<file path="src/rtl/rf_wb_arbiter.sv">
// Register-file write-port arbiter: pipeline WB (A) vs long-latency unit (B),
// one registered write per cycle, plus a busy scoreboard for outstanding long-latency writes.
module rf_wb_arbiter #(
    parameter int STARVE_MAX = 4
) (
    input  logic        clk,
    input  logic        reset_n,
    input  logic        a_valid,
    input  logic [4:0]  a_rd,
    input  logic [31:0] a_data,
    output logic        a_ready,
    input  logic        b_valid,
    input  logic [4:0]  b_rd,
    input  logic [31:0] b_data,
    output logic        b_ready,
    input  logic        issue_valid,
    input  logic [4:0]  issue_rd,
    output logic        rf_we,
    output logic [4:0]  rf_rd,
    output logic [31:0] rf_data,
    output logic [31:0] busy
);

    localparam logic [3:0] LP_STARVE_MAX = 4'(STARVE_MAX);

    logic [3:0]  r_starve_cnt;
    logic        r_rf_we;
    logic [4:0]  r_rf_rd;
    logic [31:0] r_rf_data;
    logic [31:0] r_busy;

    logic        w_b_force;
    logic        w_a_xfer;
    logic        w_b_xfer;
    logic [4:0]  w_wr_rd;
    logic [31:0] w_wr_data;
    logic [31:0] w_busy_next;
    logic [3:0]  w_starve_next;

    assign w_b_force = (r_starve_cnt >= LP_STARVE_MAX);
    assign a_ready   = a_valid && !w_b_force;
    assign b_ready   = b_valid && (!a_valid || w_b_force);
    assign w_a_xfer  = a_valid && a_ready;
    assign w_b_xfer  = b_valid && b_ready;

    assign w_wr_rd   = w_b_xfer ? b_rd   : a_rd;
    assign w_wr_data = w_b_xfer ? b_data : a_data;

    always_comb begin
        w_starve_next = r_starve_cnt;
        if (!b_valid || b_ready) begin
            w_starve_next = 4'd0;
        end else if (r_starve_cnt != 4'hF) begin
            w_starve_next = r_starve_cnt + 4'd1;
        end
    end

    // Set is applied after clear so a fresh issue supersedes a retiring write.
    always_comb begin
        w_busy_next = r_busy;
        if (w_b_xfer) begin
            w_busy_next[b_rd] = 1'b0;
        end
        if (issue_valid && (issue_rd != 5'd0)) begin
            w_busy_next[issue_rd] = 1'b1;
        end
        w_busy_next[0] = 1'b0;
    end

    always_ff @(posedge clk or negedge reset_n) begin
        if (!reset_n) begin
            r_starve_cnt <= 4'd0;
            r_rf_we      <= 1'b0;
            r_rf_rd      <= 5'd0;
            r_rf_data    <= 32'd0;
            r_busy       <= 32'd0;
        end else begin
            r_starve_cnt <= w_starve_next;
            r_busy       <= w_busy_next;
            r_rf_we      <= 1'b0;
            if (w_a_xfer || w_b_xfer) begin
                r_rf_we   <= (w_wr_rd != 5'd0);
                r_rf_rd   <= w_wr_rd;
                r_rf_data <= w_wr_data;
            end
        end
    end

    assign rf_we   = r_rf_we;
    assign rf_rd   = r_rf_rd;
    assign rf_data = r_rf_data;
    assign busy    = r_busy;

endmodule

</file>
<file path="config.mk">
export PLATFORM = sky130hd
export DESIGN_NAME = rf_wb_arbiter
export DESIGN_NICKNAME = d
export VERILOG_FILES = /design/src/rtl/rf_wb_arbiter.sv
export SDC_FILE = /design/constraint.sdc
export NUM_CORES = 1
export LEC_CHECK = 0
export ABC_AREA = 1
export ABC_CLOCK_PERIOD_IN_PS = 1500
export CORE_MARGIN = 5
export CORE_UTILIZATION = 41
export CTS_CLUSTER_DIAMETER = 120
export DETAILED_ROUTE_END_ITERATION = 8
export MAX_ROUTING_LAYER = met4
export PLACE_DENSITY = 0.89
export SYNTH_ARGS = -nofsm -noshare
export SYNTH_HDL_FRONTEND = slang
export SYNTH_SLANG_ARGS = --single-unit
export TNS_END_PERCENT = 100
</file>
<file path="constraint.sdc">
create_clock -name clk -period 1.5 [get_ports clk]
set_input_delay 0.375 -clock clk [delete_from_list [all_inputs] [get_ports clk]]
set_output_delay 0.375 -clock clk [all_outputs]
set_load 0.03 [all_outputs]
</file>
==> results.md <==
- Biggest cell delay along the critical path: roughly 370 ps
- CTS sink cnt: 73
- Nature of the critical path startpoint: flip-flop
- Final count of hold timing violations: 0
- Net count of the finished layout: 669
- Gr ovfl total: 0
- Number of warnings printed during yosys synthesis: 0
- Number of vias in the routed layout: 3459
- Vias per cell: 5.01
- Detailed Route Iter0 Violations: ~240
- Vias in the first global route: around 3500
- Total power: about 5.8 mW
- Initial antenna violation count: 0
- Endpoint of the most critical register-to-register path: busy[26]
- Sequential element share of the synthesized area: 55.1%
- Sum of net half-perimeters after detailed placement: between 8000 and 9000 µm
- Clock tree from TritonCTS: yes
- RSZ-0062 raised after global routing: true
- Arrival time worst endpoint: 1230 ps
- Unique cell type count in the Yosys netlist: 21
- Cell-by-cell listing of the critical path: nor2_2, nand2_4, nand2_8, inv_6, buf_6
- Worst Path Class, Setup: flip-flop to output pin
- Instance count after placement with tap cells included: 673
- CP required: 1120 ps
- FF-to-FF setup slack: roughly 50 ps
- Final cell count without fillers: 690
- Final worst-path setup slack: -110 ps
- Worst-case setup slack after placement: -273 ps
- Critical Path End Type: output pin
- Die Height: 99.9 µm
- Area post-placement: between 5000 and 6000 µm²
- Placement row count: 32
- Number of instances in the synthesized netlist: ~400
- Routability congestion estimate: around 0.96
- Antenna cell count: 0
- Clock root buffer: sky130_fd_sc_hd__clkbuf_8
- Class of the most critical hold timing path: input pin to asynchronous set/reset pin
- Worst reg2reg path depth: 8
- Clk pin slew, worst setup/hold paths: approximately 70 ps
- Horizontal extent of the die: 99.9 µm
- H-tree level count: 3
- Run status: complete, but fails checks
- Portion of the clock cycle consumed by the worst path in the final layout: 107%
- Period minus WS final: 1610 ps
- Number of nets with antenna violations after routing: 0
- IR Drop Worst-Case VDD: 0.704 mV
- Detailed-route wire length per cell: approximately 16 µm
- Worst path bufs/invs: 2
- GRT Total Usage: approximately 22%
- Starting density of the core: a little over two fifths
- Maximum frequency from static timing analysis: a little over 600 MHz
- Design Area, Final: ~5200 µm²
- Leakage Power: around 2.5 nW
- Post-Route WL: ~11000 µm
- First-pass GRT wire length: about 17000 µm
- Power density over the cells: between 1000 and 1500 nW/µm²
- Max-slew violation count: 0
- Clk_skew: between 10 and 15 ps
- Clock latency of the later-clocked register in the worst-skew pair: approximately 340 ps
- Max-cap violations: 0
- Drt drc: 0
- Maximum number of pins on one net before global-route repair: 74
- Post-synthesis instance area: roughly 3300 µm²
- Number of detailed-route iterations in the first pass: 5
- Hold_buf cts: 0
- Maximum count of clock buffers along a single path: 2
- Share of layout cells above drive strength 1: 17.0%
- Area delta synth->final: 57.3%
- Startpoint of the worst register-to-register path: r_starve_cnt[2]
- Count of boundary I/O pins: 156
- Buffers on Ports: 154
- Crit-path slowest cell: sky130_fd_sc_hd__dfrtp_1
- Violations in the final reports: negative setup slack
- Flip-flop and latch count after synthesis: 73
- Std-Cell Core Area: a little under 8000 µm²
- Area of the die: between 9000 and 10000 µm²
- Cts bufs inserted: 9
- Crit path max-delay family: flip-flops
- Critical path peak fanout: 4
- Average cell area after synthesis: about 8.4 µm²
- Final setup violating endpoints: 2
-- per-layer routing --
metal	global-route usage (%)	vias up	routed length, µm
li1	-	1644	-
met1	28.6	1617	4420
met2	34.9	176	5130
met3	5.00	22	945
met4	7.77	0	225
met5	-	-	0
-- registers in the layout (all words and copies together) (netlist names) --
register / count
rf_data: 32
busy: 31
rf_rd: 5
r_starve_cnt: 4
rf_we: 1
-- stage by stage --
stage | hold slack, ps | setup TNS (ps) | utilization (%)
final | 31.7 | -200 | 66.8
after global placement | 415 | -9950 | 66.3
after CTS | 46.3 | -287 | 67.6
after floorplan | 79.4 | 0 | -
after global routing | 56.8 | -320 | 66.8
after detailed placement | 418 | -12190 | 66.3
-- Yosys cell counts (all sizes together) --
cell type / number / area (µm²)
nand2: 158 / 622
dfrtp: 73 / 1830
o21ai: 57 / 297
nand3: 45 / 225
inv: 26 / 97.6
nor2: 14 / 86.3
buf: 13 / 109
nor3: 7 / 35.0
conb: 1 / 3.75
ha: 1 / 12.5
-- power breakdown --
group / leakage [nW] / switching [mW] / total, mW / internal [mW]
Sequential: 0.888 / 0.197 / 2.49 / 2.29
Clock: 0.0781 / 0.723 / 1.31 / 0.588
Combinational: 1.53 / 1.26 / 2.00 / 0.740
-- final cells by class --
| cell class | count | area [µm²] |
|---|---|---|
| clock inverters | 5 | 33.8 |
| multi-input cells | 284 | 1290 |
| inverters | 26 | 105 |
| fillers | 622 | 2590 |
| flip-flops and latches | 73 | 1830 |
| repair buffers | 190 | 1710 |
| clock buffers | 10 | 128 |
| well taps | 102 | 128 |
-- layout by cell type, fill, tap and decap left out, types with 2 or more instances in the layout --
master,Yosys,routed
sky130_fd_sc_hd__buf_12,0,4
sky130_fd_sc_hd__buf_4,5,33
sky130_fd_sc_hd__buf_6,5,2
sky130_fd_sc_hd__clkbuf_2,0,30
sky130_fd_sc_hd__clkbuf_8,0,9
sky130_fd_sc_hd__clkdlybuf4s15_1,0,33
sky130_fd_sc_hd__clkdlybuf4s15_2,0,2
sky130_fd_sc_hd__clkdlybuf4s50_1,0,80
sky130_fd_sc_hd__clkinv_2,0,2
sky130_fd_sc_hd__clkinvlp_4,0,2
sky130_fd_sc_hd__conb_1,1,2
sky130_fd_sc_hd__dfrtp_1,73,73
sky130_fd_sc_hd__dlygate4sd2_1,0,6
sky130_fd_sc_hd__inv_1,23,23
sky130_fd_sc_hd__nand2_1,154,154
sky130_fd_sc_hd__nand2_2,2,2
sky130_fd_sc_hd__nand3_1,45,45
sky130_fd_sc_hd__nor2_1,10,9
sky130_fd_sc_hd__nor2_2,1,2
sky130_fd_sc_hd__nor2_4,2,2
sky130_fd_sc_hd__nor3_1,7,7
sky130_fd_sc_hd__o21ai_0,38,36
sky130_fd_sc_hd__o21ai_1,16,18
sky130_fd_sc_hd__o21ai_2,3,3
-- kinds of logic after synthesis --
logic type	after synthesis	synth area share, %
other	1	0.113
adder cells (fa/ha/maj)	1	0.377
AO/OA/AOI/OAI	57	8.95
AND/OR/NAND/NOR	224	29.2
flip-flops	73	55.1
buffers and inverters	39	6.23
-- repair_timing --
item / 4_1_cts / 5_1_grt
buffers inserted: 0 / 2
pin swaps: 0 / 2
setup endpoints to repair: 71 / 66
gates resized for setup: 93 / 83
-- worst max-delay path by stage --
stage / cells past startpoint / start / endpoint
floorplan: 4 / b_valid / b_ready
global placement: 6 / b_rd[4] / busy[18]
detailed placement: 6 / b_rd[4] / busy[17]
CTS: 4 / r_starve_cnt[2] / a_ready
global route: 5 / r_starve_cnt[3] / b_ready
finish: 5 / r_starve_cnt[3] / b_ready
Power figures use the tool's default switching activity.
==> variant, RTL diff (config.mk and constraints unchanged) <==
Make the reset (`reset_n`) synchronous in one clocked block.
--- a/src/rtl/rf_wb_arbiter.sv
+++ b/src/rtl/rf_wb_arbiter.sv
@@ -67,7 +67,7 @@
         w_busy_next[0] = 1'b0;
     end
 
-    always_ff @(posedge clk or negedge reset_n) begin
+    always_ff @(posedge clk) begin
         if (!reset_n) begin
             r_starve_cnt <= 4'd0;
             r_rf_we      <= 1'b0;
Function: differs if reset_n is asserted again (counterexample within 4 cycles, from zero or initial values and one cycle with reset_n low); with reset_n held inactive, the same outputs for 10 cycles.
==> variant against the unedited design <==
  * Combinational power shrank 41%
  * Cell area grew 9.4%
  * Worst setup slack gained 130 ps
  * Synthesized area grew 4.0%
  * Routed wire length grew 14%
  * Sequential cell count is the same
  * Sequential power shrank 16%
  * Highest routed layer unchanged
  * Worst hold slack gained 430 ps
  * Power shrank 11%
  * Largest power group unchanged
  * Maximum frequency grew 8.6%
==> variant: results (changes against the unedited design) <==
Drt
  • Wire per inst: 16.58 um (was 15.54 um)
  • TritonRoute pass-1 iters: 4 (was 5)

Power and ir drop
  • Worst IR Drop VDD: 0.4758 mV (was 0.7042 mV)
  • Leakage: 2.403 nW (was 2.494 nW)

Setup path
  • FF-to-FF setup slack: 70 ps (was 50 ps)
  • Crit path arrival time: 1110 ps (was 1230 ps)
  • R2r endpoint: rf_data[31] (was busy[26])
  • Reg2reg start: r_starve_cnt[3] (was r_starve_cnt[2])
  • Reg2Reg Depth: 7 (was 8)

Logic synthesis
  • Yosys cell types: 28 (was 21)
  • Asr flop ratio synth: 0 (was 1.000)
  • Area contributors post-synth: dfxtp_1 (42%), o31ai_2 (11%), nand2_1 (8.5%), nor2_1 (8.4%), nand4_1 (5.8%) (was dfrtp_1 (55%), nand2_1 (17%), nand3_1 (6.8%), o21ai_0 (5.7%), inv_1 (2.6%))
  • Avg Cell Area, Syn: 7.697 um2 (was 8.391 um2)
  • Synth top cells by count: nand2_1 (78), nor2_1 (77), dfxtp_1 (73), a21oi_1 (35), o21ai_0 (33) (was nand2_1 (154), dfrtp_1 (73), nand3_1 (45), o21ai_0 (38), inv_1 (23))

Placed design
  • Final HPWL DP: 8.776 mm (was 8.254 mm)
  • Placed Cells: 718 (was 673)
  • DP Area: 5390 um2 (was 5176 um2)
  • RD Place Congestion: 0.9265 (was 0.9622)
  • Pre-CTS WS: -298.5 ps (was -272.7 ps)

Final layout
  • Layout cells sized above 1: 0.1906 (was 0.1701)
  • Final non-filler cell total: 740 (was 690)

Run status
  • Status: complete, no violations (was finished, violations left)

Global routing
  • First-pass GRT wire length: 18.55 mm (was 17.03 mm)
  • Vias in the first global route: 3994 (was 3529)
  • Total GRT Usage: 0.2306 (was 0.2230)
## variant: repair_timing
| action | in CTS | in global routing |
|---|---|---|
| resized for setup | 81 | 43 |
| cloned | 0 | 2 |
| pin swaps | 2 | 2 |
| buffers inserted | 3 | 1 |
| endpoints found under the setup margin | 66 | 47 |
## variant: where the power goes
group,switching (mW),internal (mW)
registers,0.0591,2.04
logic,0.654,0.538
clock network,0.722,1.15
## variant: final cells by class
class | count | area share
clock buffer | 11 | 0.02478
clock inverter | 5 | 0.01798
inverter | 26 | 0.01754
multi-input combinational | 321 | 0.3092
sequential | 73 | 0.2570
tap | 105 | 0.02303
timing repair buffer | 199 | 0.3504
## variant: stage by stage
step / utilization / hold WS, ps
2_1_floorplan: - / 415.3
3_3_place_gp: 0.6560 / 426.3
3_5_place_dp: 0.6560 / 447.9
4_1_cts: 0.6827 / 458.3
5_1_grt: 0.6944 / 474.5
6_report: 0.6944 / 458.7
## variant: how the worst max path moves through the flow
stage / cells past startpoint / slack [ps] / to / start
2_1_floorplan: 5 / 210 / b_ready / r_starve_cnt[2]
3_3_place_gp: 8 / -220 / rf_we / a_valid
3_5_place_dp: 8 / -300 / rf_we / a_valid
4_1_cts: 5 / -40 / b_ready / r_starve_cnt[2]
5_1_grt: 5 / -30 / b_ready / r_starve_cnt[3]
6_report: 5 / 20 / b_ready / r_starve_cnt[3]
## variant: worst max-delay path: stages (launching register included)
cell and delay [ps]:
dfxtp_2 340, nor2_4 130, nand2_4 90, nand2_8 70, inv_4 30, buf_6 120
## variant: metal layers
layer / part of all wire / global-route usage
met5: 0 / -
met4: 0.033 / 0.1115
met3: 0.095 / 0.03926
met2: 0.50 / 0.3838
met1: 0.38 / 0.2685
## variant: kinds of logic after synthesis
logic type / count (synthesis) / share of synthesized area
AO/OA/AOI/OAI: 107 / 0.2235
XOR/XNOR: 1 / 0.002540
other: 1 / 0.001087
adder cells (fa/ha/maj): 1 / 0.003628
buffers and inverters: 55 / 0.07474
AND/OR/NAND/NOR: 210 / 0.2707
flip-flops: 73 / 0.4238
